<file path="src/rtl/junction_pkg.sv">
// ---------------------------------------------------------------------------
// junction_pkg
//   Shared types and constants for the junction turn sequencer.
//   - jctState_t : sequencer states
//   - jctDir_t   : tone direction codes as delivered on tdDir
//   - HB_*       : H-bridge direction patterns, packed as {In1,In2,In3,In4}
//   - inPattern  : direction code -> H-bridge direction pattern
//   - timerWidth : bits needed to count 0 .. maxCycles-1 (never less than 1)
// ---------------------------------------------------------------------------
package junction_pkg;

   typedef enum logic [2:0] {
      IDLE      = 3'd0,
      WAIT_TONE = 3'd1,
      SETTLE    = 3'd2,
      EXECUTE   = 3'd3,
      PAUSE     = 3'd4,
      DONE      = 3'd5,
      FAULT     = 3'd6
   } jctState_t;

   typedef enum logic [1:0] {
      STRAIGHT = 2'b00,
      LEFT     = 2'b01,
      RIGHT    = 2'b10,
      BACK     = 2'b11
   } jctDir_t;

   // {In1,In2,In3,In4}
   localparam logic [3:0] HB_FWD    = 4'b0110;
   localparam logic [3:0] HB_SPIN_L = 4'b1010;
   localparam logic [3:0] HB_SPIN_R = 4'b0101;

   localparam int PULSE_CNT_W = 8;

   // A U-turn is a long right spin, so BACK shares the SPIN_R pattern.
   function automatic logic [3:0] inPattern(input jctDir_t dir);
      logic [3:0] pat;
      unique case (dir)
         STRAIGHT: pat = HB_FWD;
         LEFT:     pat = HB_SPIN_L;
         RIGHT:    pat = HB_SPIN_R;
         BACK:     pat = HB_SPIN_R;
         default:  pat = HB_FWD;
      endcase
      return pat;
   endfunction

   function automatic int timerWidth(input int maxCycles);
      return (maxCycles > 1) ? $clog2(maxCycles) : 1;
   endfunction

endpackage

</file>
<file path="src/rtl/shaft_pulse_sync.sv">
// ---------------------------------------------------------------------------
// shaft_pulse_sync
//   Brings one asynchronous shaft-encoder line into the clk domain through a
//   two-flop synchronizer and emits a one-cycle pulse on each rising edge.
//   The pulse is combinational from the synchronizer flops, so a counter
//   clocked by the same clk registers the edge on the third clock edge after
//   the input rises.
//
//   Ports:
//     clk      in   system clock
//     rst      in   synchronous, active-high reset
//     shaftIn  in   raw encoder line, asynchronous to clk
//     pulse    out  one-cycle rising-edge strobe
// ---------------------------------------------------------------------------
module shaft_pulse_sync (
   input  logic clk,
   input  logic rst,
   input  logic shaftIn,
   output logic pulse
);

   logic meta;
   logic sync;
   logic syncDly;

   // NOTE: non-blocking assignments so each flop samples the previous stage's
   // value from before the edge; blocking here would collapse the chain.
   always_ff @(posedge clk) begin
      if (rst) begin
         meta    <= 1'b0;
         sync    <= 1'b0;
         syncDly <= 1'b0;
      end else begin
         meta    <= shaftIn;
         sync    <= meta;
         syncDly <= sync;
      end
   end

   assign pulse = sync & ~syncDly;

endmodule

</file>
<file path="src/rtl/junction_turn_sequencer.sv">
// ---------------------------------------------------------------------------
// junction_turn_sequencer
//   Runs one junction manoeuvre (straight, left, right or U-turn) on the drive
//   H-bridge. Started by a one-cycle jctReq, it waits for a tone direction (or
//   times out to straight), lets the motors settle, then drives until both
//   wheels have produced their target number of shaft pulses. A collision
//   pauses the drive; a gap in shaft pulses longer than the stall window is a
//   sticky fault. Completion is signalled by a one-cycle done.
//
//   Ports:
//     clk, rst               clock, synchronous active-high reset
//     jctReq                 start pulse (honoured only in IDLE)
//     tdEn, tdDir            tone-detect valid and direction
//     colDetect              collision present
//     pwmFull, pwmVeer       80% / 40% PWM waveforms
//     shaftPulseL/R          asynchronous wheel encoder lines
//     hbEnA, hbEnB           H-bridge enables (left, right wheel)
//     hbIn1..hbIn4           H-bridge direction inputs
//     busy                   manoeuvre in progress
//     done                   one-cycle completion pulse
//     dirTaken               direction of the current or last manoeuvre
//     toneMiss               last manoeuvre defaulted on tone timeout
//     fault                  stall fault, held until rst
// ---------------------------------------------------------------------------
module junction_turn_sequencer
   import junction_pkg::*;
#(
   parameter int CLK_FREQ            = 50_000_000,
   parameter int SETTLE_CYCLES       = CLK_FREQ / 10,
   parameter int TONE_TIMEOUT_CYCLES = CLK_FREQ * 2,
   parameter int STALL_CYCLES        = CLK_FREQ / 2,
   parameter int STRAIGHT_PULSES     = 12,
   parameter int TURN_PULSES         = 20,
   parameter int UTURN_PULSES        = 40
) (
   input  logic       clk,
   input  logic       rst,
   input  logic       jctReq,
   input  logic       tdEn,
   input  logic [1:0] tdDir,
   input  logic       colDetect,
   input  logic       pwmFull,
   input  logic       pwmVeer,
   input  logic       shaftPulseL,
   input  logic       shaftPulseR,
   output logic       hbEnA,
   output logic       hbEnB,
   output logic       hbIn1,
   output logic       hbIn2,
   output logic       hbIn3,
   output logic       hbIn4,
   output logic       busy,
   output logic       done,
   output logic [1:0] dirTaken,
   output logic       toneMiss,
   output logic       fault
);

   // One timer serves both the tone wait and the settle dwell, so it is
   // sized for the longer of the two.
   localparam int PHASE_MAX = (TONE_TIMEOUT_CYCLES > SETTLE_CYCLES) ?
                              TONE_TIMEOUT_CYCLES : SETTLE_CYCLES;
   localparam int PHASE_W   = timerWidth(PHASE_MAX);
   localparam int STALL_W   = timerWidth(STALL_CYCLES);

   localparam logic [PHASE_W-1:0] TONE_LAST   = PHASE_W'(TONE_TIMEOUT_CYCLES - 1);
   localparam logic [PHASE_W-1:0] SETTLE_LAST = PHASE_W'(SETTLE_CYCLES - 1);
   localparam logic [STALL_W-1:0] STALL_LAST  = STALL_W'(STALL_CYCLES - 1);

   localparam logic [PULSE_CNT_W-1:0] STRAIGHT_TGT = PULSE_CNT_W'(STRAIGHT_PULSES);
   localparam logic [PULSE_CNT_W-1:0] TURN_TGT     = PULSE_CNT_W'(TURN_PULSES);
   localparam logic [PULSE_CNT_W-1:0] UTURN_TGT    = PULSE_CNT_W'(UTURN_PULSES);
   localparam logic [PULSE_CNT_W-1:0] CNT_MAX      = '1;

   jctState_t              state;
   logic [PHASE_W-1:0]     phaseTmr;
   logic [STALL_W-1:0]     stallTmr;
   logic [PULSE_CNT_W-1:0] cntL;
   logic [PULSE_CNT_W-1:0] cntR;

   logic                   pulseL;
   logic                   pulseR;

   logic                   counting;
   logic [PULSE_CNT_W-1:0] cntLNext;
   logic [PULSE_CNT_W-1:0] cntRNext;
   logic [PULSE_CNT_W-1:0] target;
   logic                   pwmSel;
   logic                   wheelDoneL;
   logic                   wheelDoneR;
   logic                   anyPulse;
   logic [3:0]             execIn;
   logic                   execEnA;
   logic                   execEnB;

   shaft_pulse_sync uSyncL (
      .clk     (clk),
      .rst     (rst),
      .shaftIn (shaftPulseL),
      .pulse   (pulseL)
   );

   shaft_pulse_sync uSyncR (
      .clk     (clk),
      .rst     (rst),
      .shaftIn (shaftPulseR),
      .pulse   (pulseR)
   );

   // Next pulse counts and the drive outputs they imply. Counts run in
   // EXECUTE and keep running in PAUSE (the wheels coast), and sit at zero in
   // every other state so SETTLE hands EXECUTE a clean start. Wheel
   // completion is judged on the next counts so an enable drops on the very
   // edge that registers a wheel's final pulse.
   // NOTE: every signal gets a default first so no path through this block
   // leaves one unassigned and infers a latch.
   always_comb begin
      counting = (state == EXECUTE) || (state == PAUSE);

      cntLNext = cntL;
      cntRNext = cntR;
      if (!counting) begin
         cntLNext = '0;
         cntRNext = '0;
      end else begin
         if (pulseL && (cntL != CNT_MAX)) cntLNext = cntL + PULSE_CNT_W'(1);
         if (pulseR && (cntR != CNT_MAX)) cntRNext = cntR + PULSE_CNT_W'(1);
      end

      target = TURN_TGT;
      unique case (jctDir_t'(dirTaken))
         STRAIGHT: target = STRAIGHT_TGT;
         LEFT:     target = TURN_TGT;
         RIGHT:    target = TURN_TGT;
         BACK:     target = UTURN_TGT;
         default:  target = TURN_TGT;
      endcase

      // Straight-through runs at the gentler veer duty; spins use full duty.
      pwmSel     = (jctDir_t'(dirTaken) == STRAIGHT) ? pwmVeer : pwmFull;
      wheelDoneL = (cntLNext >= target);
      wheelDoneR = (cntRNext >= target);
      anyPulse   = pulseL | pulseR;
      execIn     = inPattern(jctDir_t'(dirTaken));
      execEnA    = pwmSel & ~wheelDoneL;
      execEnB    = pwmSel & ~wheelDoneR;
   end

   // Sequencer. All outputs are registered and describe the state being
   // entered, so done/busy/fault change on the same edge as the state.
   // NOTE: the reset is synchronous; there is no memory array here, so every
   // register, counters included, takes an explicit reset value.
   always_ff @(posedge clk) begin
      if (rst) begin
         state                      <= IDLE;
         phaseTmr                   <= '0;
         stallTmr                   <= '0;
         cntL                       <= '0;
         cntR                       <= '0;
         hbEnA                      <= 1'b0;
         hbEnB                      <= 1'b0;
         {hbIn1, hbIn2, hbIn3, hbIn4} <= 4'b0000;
         busy                       <= 1'b0;
         done                       <= 1'b0;
         dirTaken                   <= STRAIGHT;
         toneMiss                   <= 1'b0;
         fault                      <= 1'b0;
      end else begin
         cntL <= cntLNext;
         cntR <= cntRNext;
         done <= 1'b0;

         case (state)
            IDLE: begin
               hbEnA                      <= 1'b0;
               hbEnB                      <= 1'b0;
               {hbIn1, hbIn2, hbIn3, hbIn4} <= 4'b0000;
               if (jctReq) begin
                  state    <= WAIT_TONE;
                  busy     <= 1'b1;
                  toneMiss <= 1'b0;
                  phaseTmr <= '0;
               end
            end

            WAIT_TONE: begin
               // A tone arriving on the timeout cycle still counts as heard.
               if (tdEn) begin
                  dirTaken <= tdDir;
                  state    <= SETTLE;
                  phaseTmr <= '0;
               end else if (phaseTmr == TONE_LAST) begin
                  dirTaken <= STRAIGHT;
                  toneMiss <= 1'b1;
                  state    <= SETTLE;
                  phaseTmr <= '0;
               end else begin
                  phaseTmr <= phaseTmr + PHASE_W'(1);
               end
            end

            SETTLE: begin
               stallTmr <= '0;
               if (phaseTmr == SETTLE_LAST) begin
                  state                      <= EXECUTE;
                  hbEnA                      <= execEnA;
                  hbEnB                      <= execEnB;
                  {hbIn1, hbIn2, hbIn3, hbIn4} <= execIn;
               end else begin
                  phaseTmr <= phaseTmr + PHASE_W'(1);
               end
            end

            EXECUTE: begin
               if (wheelDoneL && wheelDoneR) begin
                  state                      <= DONE;
                  hbEnA                      <= 1'b0;
                  hbEnB                      <= 1'b0;
                  {hbIn1, hbIn2, hbIn3, hbIn4} <= 4'b0000;
                  busy                       <= 1'b0;
                  done                       <= 1'b1;
               end else if (colDetect) begin
                  // Cut the drive but keep the direction lines so the
                  // bridge resumes exactly where it left off.
                  state <= PAUSE;
                  hbEnA <= 1'b0;
                  hbEnB <= 1'b0;
               end else if (!anyPulse && (stallTmr == STALL_LAST)) begin
                  state                      <= FAULT;
                  hbEnA                      <= 1'b0;
                  hbEnB                      <= 1'b0;
                  {hbIn1, hbIn2, hbIn3, hbIn4} <= 4'b0000;
                  busy                       <= 1'b0;
                  fault                      <= 1'b1;
               end else begin
                  stallTmr                   <= anyPulse ? '0 : stallTmr + STALL_W'(1);
                  hbEnA                      <= execEnA;
                  hbEnB                      <= execEnB;
                  {hbIn1, hbIn2, hbIn3, hbIn4} <= execIn;
               end
            end

            PAUSE: begin
               // Stall timer is frozen: a stationary robot behind an
               // obstacle is not a stalled wheel.
               if (!colDetect) begin
                  state                      <= EXECUTE;
                  hbEnA                      <= execEnA;
                  hbEnB                      <= execEnB;
                  {hbIn1, hbIn2, hbIn3, hbIn4} <= execIn;
               end
            end

            DONE: begin
               state <= IDLE;
            end

            FAULT: begin
               // Terminal until rst; outputs were parked on entry.
               state <= FAULT;
            end

            default: begin
               state                      <= IDLE;
               hbEnA                      <= 1'b0;
               hbEnB                      <= 1'b0;
               {hbIn1, hbIn2, hbIn3, hbIn4} <= 4'b0000;
               busy                       <= 1'b0;
            end
         endcase
      end
   end

endmodule

</file>
<file path="config.mk">
export PLATFORM = sky130hd
export DESIGN_NAME = junction_turn_sequencer
export DESIGN_NICKNAME = d
export VERILOG_FILES = /design/src/rtl/junction_pkg.sv /design/src/rtl/shaft_pulse_sync.sv /design/src/rtl/junction_turn_sequencer.sv
export SDC_FILE = /design/constraint.sdc
export NUM_CORES = 1
export LEC_CHECK = 0
export CORE_MARGIN = 8
export CORE_UTILIZATION = 56
export DETAILED_ROUTE_END_ITERATION = 12
export GPL_TIMING_DRIVEN = 0
export PLACE_DENSITY = 0.79
export SLEW_MARGIN = 10
export SYNTH_ARGS = -nofsm -noshare
export SYNTH_HDL_FRONTEND = slang
export SYNTH_SLANG_ARGS = --single-unit
</file>
<file path="constraint.sdc">
create_clock -name clk -period 10.2 [get_ports clk]
set_input_delay 2.55 -clock clk [delete_from_list [all_inputs] [get_ports clk]]
set_output_delay 2.55 -clock clk [all_outputs]
set_load 0.005 [all_outputs]
</file>
==> run_results.csv, run 1 <==
group,metric,value,unit
outcome,outcome,"finished, final reports clean",
worst_setup_path,path_cells,"clkdlybuf4s50_1 > o21bai_1 > a211oi_1 > clkbuf_1 > nand3_1 > xor2_1 > nor2_1",
cts,post_cts_resized,0,
final_layout,finish.instance_area,5850,sq um
timing,final.min_clock_period,4340,ps
timing,finalSetupViolations,0,
worst_setup_path,path_max_fanout,10,
cts,hold_buffers,0,
synth,synth_most_common_cell,"dfxtp_1",
worst_setup_path,critPathCaptureType,"flip-flop",
cts,root_buffer,"clkbuf_8",
synth,synth_top_area_share,0.339,
floorplanning,die_h,113,microns
detailed_routing,drc_errors,0,
floorplanning,coreArea,9200,sq um
synth,yosysWarningCount,0,
final_layout,fin_nets,641,
synth,synthDistinctLibCells,85,
worst_setup_path,crit_arrival,4610,ps
power_and_ir_drop,powerDensity,154,nW/um^2
synth,synthTopCellsByCount,"dfxtp_1 (89), nor2_1 (60), nand2_1 (50)",
synth,ys_seq_area_frac,0.339,
global_route,grt.met2_usage,0.312,
final_layout,multi_input_area,3210,sq um
synth,synth_area_leaders,"dfxtp_1 (34%), a31oi_4 (7.3%), xor2_1 (4.5%)",
power_and_ir_drop,p_leak,0.00201,uW
global_route,grt_max_degree,17,
global_route,busiest_layer,"met2",
detailed_routing,wl_per_cell,16.4,microns
global_route,antenna_found_initial,0,
worst_setup_path,worstReg2RegEnd,"stallTmr[14]",
synth,ys_ff_latch,89,
placement,port_buffers,20,
synth,synth_nets,610,
synth,synth_cells,581,
detailed_routing,wl,12.0,mm
final_layout,drive_gt1_frac,0.135,
cts,clk_path_buf_depth,2,
detailed_routing,antenna_left,0,
cts,cts_tree,"built",
worst_setup_path,critPathMaxStageDelay,580,ps
final_layout,antenna_cells,0,
timing,setup_tns,0,ps
synth,synth_edf_count,0,
timing,hold_violations,0,
cts,clk_pin_slew,90,ps
power_and_ir_drop,ir_worst_vdd,0.0000872,V
final_layout,regArea,1780,sq um
flow_run,max_cap_violations,0,
cts,clock_latency,370,ps
final_layout,area_growth,11.2,%
detailed_routing,drt_iter0_markers,248,
floorplanning,die_w,113,microns
global_route,globalRouteTotalUtil,0.188,
placement,dp_hpwl,8.53,mm
synth,ys.flop_type,"dfxtp_1",
global_route,grt_first_pass_wirelength,19.9,mm
cts,cts_made_buffers,9,
timing,slew_violations,0,
floorplanning,dieArea,12700,sq um
synth,syn-cell-area,5260,sq um
timing,tightest_slew,737,ps
global_route,grt-ovfl-total,0,
min_path,min_from,"uSyncL.meta",
timing,clock.fmax,230,MHz
worst_setup_path,crit_type,"primary input to flip-flop",
global_route,first_global_vias,4222,
placement,gp_congestion,0.885,
floorplanning,start_util,0.572,
timing,rsz0062_at_grt,"false",
worst_setup_path,reg2regPathDepth,15,
worst_setup_path,cp-startpoint,"jctReq",
synth,syn-mean-instance-area,9.05,sq um
placement,post-place-cells,712,
final_layout,finalNonFillerCells,728,
final_layout,fill_cells,772,
timing,min_period_over_period,0.425,
cts,htree_num_levels,3,
timing,finClkSkew,15.3,ps
worst_setup_path,slowest_stage,"a211oi_1",
cts,clock_sinks,89,
detailed_routing,routed_via_density,6.17,
timing,hold-worst-slack,441,ps
synth,synth.largest_area_cell,"dfxtp_1",
placement,place_area,5600,sq um
floorplanning,io_pins,23,
min_path,min_path_type,"flip-flop to flip-flop",
worst_setup_path,endpoint,"phaseTmr[20]",
worst_setup_path,r2r_slack,6180,ps
detailed_routing,dr_total_vias,4495,
global_route,gr-usage-met1,0.241,
power_and_ir_drop,power,901,uW
cts,cts_setup_buffers,0,
global_route,met3_usage,0.0256,
timing,slew_headroom,0.504,
worst_setup_path,worst-endpoint-required,10470,ps
detailed_routing,dr.pass1.iters,5,
worst_setup_path,worst_r2r_startpoint,"cntR[0]",
floorplanning,rows,35,
synth,async_reset_ff_frac,0,
worst_setup_path,cp-start-kind,"primary input",
==> flip-flops by register name, summed over array words and instances, names as in the netlist, 2 cells and up <==
name / cells
state: 3
cntR: 8
dirTaken: 2
phaseTmr: 27
cntL: 8
stallTmr: 25
==> worst min-delay path by stage <==
stage | endpoint | slack [ps] | cells after the start
global placement | uSyncR.sync | 420 | 1
floorplan | uSyncL.sync | 410 | 1
CTS | uSyncL.sync | 440 | 1
finish | uSyncL.sync | 440 | 1
detailed placement | uSyncL.sync | 420 | 1
global route | uSyncL.sync | 460 | 1
==> cell type report <==
| class | count | area share |
|---|---|---|
| Clock inverter | 7 | 0.0212 |
| Timing Repair Buffer | 20 | 0.0342 |
| Sequential cell | 89 | 0.305 |
| Tap cell | 111 | 0.0238 |
| Clock buffer | 9 | 0.0212 |
| Buffer | 25 | 0.0368 |
| Inverter | 15 | 0.00963 |
| Multi-Input combinational cell | 452 | 0.548 |
==> logic make-up (layout without fill, tap and decap cells) <==
family | after synthesis | count (layout) | share of synthesized area
buffers and inverters | 40 | 76 | 0.0516
AND/OR/NAND/NOR | 259 | 259 | 0.264
adder cells (fa/ha/maj) | 18 | 18 | 0.0428
multiplexers | 3 | 3 | 0.00595
AO/OA/AOI/OAI | 137 | 137 | 0.238
flip-flops | 89 | 89 | 0.339
XOR/XNOR | 35 | 35 | 0.0583
==> routing by layer <==
layer  vias up  wire length, microns
met5         -                     0
met4         0                   229
met3        18                   715
met2       155                  5640
met1      2126                  5390
li1       2196                     -
==> cell usage in the layout (no fill, tap or decap), types with 3 or more instances in the layout <==
cell type | Yosys | layout
a41oi_1 | 7 | 7
a31oi_4 | 18 | 18
nor4_1 | 7 | 7
ha_1 | 18 | 18
a21oi_1 | 27 | 27
nor2_1 | 60 | 60
clkbuf_8 | 3 | 12
or3_1 | 3 | 3
clkdlybuf4s50_1 | 0 | 20
nand3_1 | 31 | 31
o21ai_0 | 18 | 18
a31oi_1 | 9 | 9
and2_1 | 4 | 4
xnor2_1 | 8 | 8
buf_6 | 3 | 3
bufinv_16 | 0 | 3
inv_1 | 15 | 15
a211oi_1 | 8 | 8
buf_4 | 4 | 4
nor3_1 | 18 | 18
inv_6 | 0 | 3
dfxtp_1 | 89 | 89
nand4_1 | 17 | 17
a21o_1 | 5 | 5
nand2b_1 | 11 | 11
nand2_1 | 50 | 50
xor2_1 | 27 | 27
o211ai_1 | 5 | 5
nor2b_1 | 9 | 9
and4_1 | 9 | 9
o21bai_1 | 4 | 4
clkbuf_1 | 6 | 6
o2bb2ai_1 | 4 | 4
and3_1 | 12 | 12
buf_2 | 3 | 3
==> metrics by stage <==
| stage | setup slack (ps) | util |
|---|---|---|
| 2_1_floorplan | 6210 | - |
| 3_3_place_gp | 5520 | 0.609 |
| 5_1_grt | 5650 | 0.636 |
| 4_1_cts | 5860 | 0.636 |
| 6_report | 5860 | 0.636 |
| 3_5_place_dp | 5470 | 0.609 |
==> critical path, delay by kind of cell <==
family / cells / cell delay [ps]
buf+inv: 2 / 970
xor+xnor: 1 / 170
simple gates: 2 / 210
compound gates: 2 / 700
==> report_power, final <==
group / internal [uW] / total, uW / switching, uW / leakage, uW
Clock: 165 / 300 / 135 / 0.000121
Combinational: 90.9 / 233 / 142 / 0.00117
Sequential: 358 / 368 / 10.2 / 0.000719
No activity file was read; power rests on OpenSTA's default activity.
==> run 2, diff against run 1 <==
- CORE_UTILIZATION: 56 -> 55
- PLACE_DENSITY: 0.79 -> 0.8
- clock period: 10.2 -> 3.5 ns (I/O delays scaled with it)
==> run 2 against run 1 <==
- sequential share of layout area fell by 1.1 points
- critical path depth up 9
- count of clock-buffer cells in the layout unchanged
- core utilization is 2.5 points higher
- non-clock buffer count rose by 11
- wire length is 3.7% higher
- final cell count is 4.0% higher
- power rose to 2.9 times the previous value
- largest cell class unchanged
- highest routed layer unchanged
==> run_results.csv, run 2 (same netlist as run 1, synthesis figures left out) <==
group,metric,value,unit
worst_setup_path,worst_r2r_startpoint,"cntL[0]",
timing,slew_violations,0,
global_route,globalRouteTotalUtil,0.192,
detailed_routing,dr_total_vias,4550,
floorplanning,die_h,114,microns
worst_setup_path,worst-endpoint-required,3800,ps
final_layout,area_growth,16.1,%
floorplanning,coreArea,9240,sq um
final_layout,drive_gt1_frac,0.189,
final_layout,largestRegisters,"phaseTmr (27), stallTmr (25)",
worst_setup_path,crit_arrival,3750,ps
detailed_routing,dr.pass1.iters,5,
final_layout,finalNonFillerCells,757,
floorplanning,io_pins,23,
detailed_routing,wl,12.4,mm
worst_setup_path,critPathCaptureType,"flip-flop",
power_and_ir_drop,p_leak,0.00206,uW
placement,gp_congestion,0.962,
worst_setup_path,r2r_slack,50,ps
timing,worst_slack,49.8,ps
cts,clk_path_buf_depth,2,
global_route,antenna_found_initial,0,
final_layout,fill_cells,749,
final_layout,fin_nets,652,
timing,rsz0062_at_grt,"true",
floorplanning,dieArea,12900,sq um
final_layout,fin_util,0.661,
timing,slew_headroom,0.544,
cts,hold_buffers,0,
final_layout,finish.instance_area,6110,sq um
cts,cts_made_buffers,9,
timing,final.min_clock_period,3450,ps
detailed_routing,drt_iter0_markers,234,
cts,cts_tree,"built",
placement,place_area,5620,sq um
timing,finClkSkew,15.1,ps
timing,clock.fmax,290,MHz
placement,dp_hpwl,8.68,mm
timing,finalSetupViolations,0,
cts,clock_latency,380,ps
timing,min_period_over_period,0.986,
global_route,first_global_vias,4294,
placement,post-place-cells,730,
timing,tightest_slew,678,ps
placement,pre_cts_ws,-433,ps
min_path,min_to,"uSyncL.sync",
worst_setup_path,worstReg2RegEnd,"stallTmr[24]",
worst_setup_path,crit_type,"flip-flop to flip-flop",
global_route,grt_max_degree,17,
power_and_ir_drop,ir_worst_vdd,0.000289,V
cts,htree_num_levels,3,
global_route,grt-ovfl-total,0,
power_and_ir_drop,powerDensity,422,nW/um^2
cts,clk_pin_slew,90,ps
worst_setup_path,path_max_fanout,6,
floorplanning,die_w,114,microns
final_layout,layout_common_cells,"dfxtp_1 (85), nor2_1 (59), nand2_1 (50), nand3_1 (31)",
detailed_routing,wl_per_cell,16.4,microns
detailed_routing,antenna_left,0,
cts,root_buffer,"clkbuf_8",
detailed_routing,drc_errors,0,
outcome,outcome,"finished, final reports clean",
cts,clock_sinks,89,
worst_setup_path,reg2regPathDepth,16,
final_layout,antenna_cells,0,
floorplanning,rows,35,
flow_run,max_cap_violations,0,
final_layout,layout_commonest_cell,"dfxtp_1",
global_route,grt_first_pass_wirelength,20.5,mm
final_layout,top_register,"phaseTmr",
detailed_routing,routed_via_density,6.01,
floorplanning,start_util,0.569,
min_path,min_path_type,"flip-flop to flip-flop",
worst_setup_path,cp-start-kind,"flip-flop",
final_layout,largest_reg_flops,27,
timing,hold_violations,0,
min_path,holdPathStages,1,
placement,port_buffers,20,
min_path,min_from,"uSyncL.meta",
run 2: cell types whose count changed in the layout (fill, tap and decap cells not counted), moves of 3 or more:
cell | before | now
a211oi_1 | 8 | 5
a211oi_2 | 0 | 3
a41oi_1 | 7 | 4
a41oi_2 | 0 | 3
buf_4 | 4 | 13
buf_6 | 3 | 7
dfxtp_1 | 89 | 85
ha_1 | 18 | 15
o21ai_0 | 18 | 14
o21ai_1 | 0 | 3
run 2: power by group:
group | internal (uW) | switching [uW] | total (uW)
clock network | 408 | 397 | 805
registers | 1040 | 31.9 | 1070
logic | 275 | 425 | 700
run 2: timing repair:
item / 4_1_cts / 5_1_grt
gates cloned: 1 / 0
gates resized for setup: 13 / 28
buffers inserted: 6 / 5
pin swaps: 7 / 14
endpoints found under the setup margin: 34 / 37
run 2: cell type report:
class / instances / area, sq um / area share
clock buffers: 9 / 124 / 0.0203
repair buffers: 32 / 298 / 0.0488
clock inverters: 7 / 98.8 / 0.0162
well taps: 129 / 161 / 0.0264
multi-input cells: 452 / 3350 / 0.549
plain buffers: 24 / 221 / 0.0363
inverters: 15 / 56.3 / 0.00922
flip-flops and latches: 89 / 1790 / 0.293
run 2: metal layers:
metal	up-vias	share of wire	global-route usage
li1	2219	-	-
met1	2178	0.45	0.242
met2	132	0.49	0.320
met3	21	0.046	0.0328
met4	0	0.017	0.0772
met5	-	0	0
run 2: critical path, cell delays in order, from the launching register on:
cell and delay (ps):
dfxtp_4 390, ha_4 180, and3_4 160, a21oi_4 130, nand4_1 160, nor2_2 170, xnor2_2 140, nor2_1 80
ha_1 320, a211oi_2 190, o211a_1 240, o311ai_4 140, a21o_2 250, o22ai_4 310, buf_6 190, a41oi_2 150
a31oi_4 170
run 2: through the flow:
stage	TNS, ps	hold slack (ps)	power (uW)
global placement	-7070	418	1750
finish	0	448	2580
CTS	0	451	2580
global route	-385	469	2690
floorplan	0	414	1610
detailed placement	-9160	428	1770
run 2: worst max path at each step:
stage | startpoint | end
after floorplan | cntR[0] | stallTmr[8]
after global placement | cntL[0] | stallTmr[14]
after detailed placement | cntL[0] | stallTmr[11]
after CTS | cntL[0] | stallTmr[24]
after global routing | cntL[0] | stallTmr[24]
final | cntL[0] | stallTmr[24]
==> run 3, diff against run 2 <==
- CTS_CLUSTER_DIAMETER: not set -> 40
==> results of run 3 <==
Final layout, timing and power as in run 2 (identical DEF).
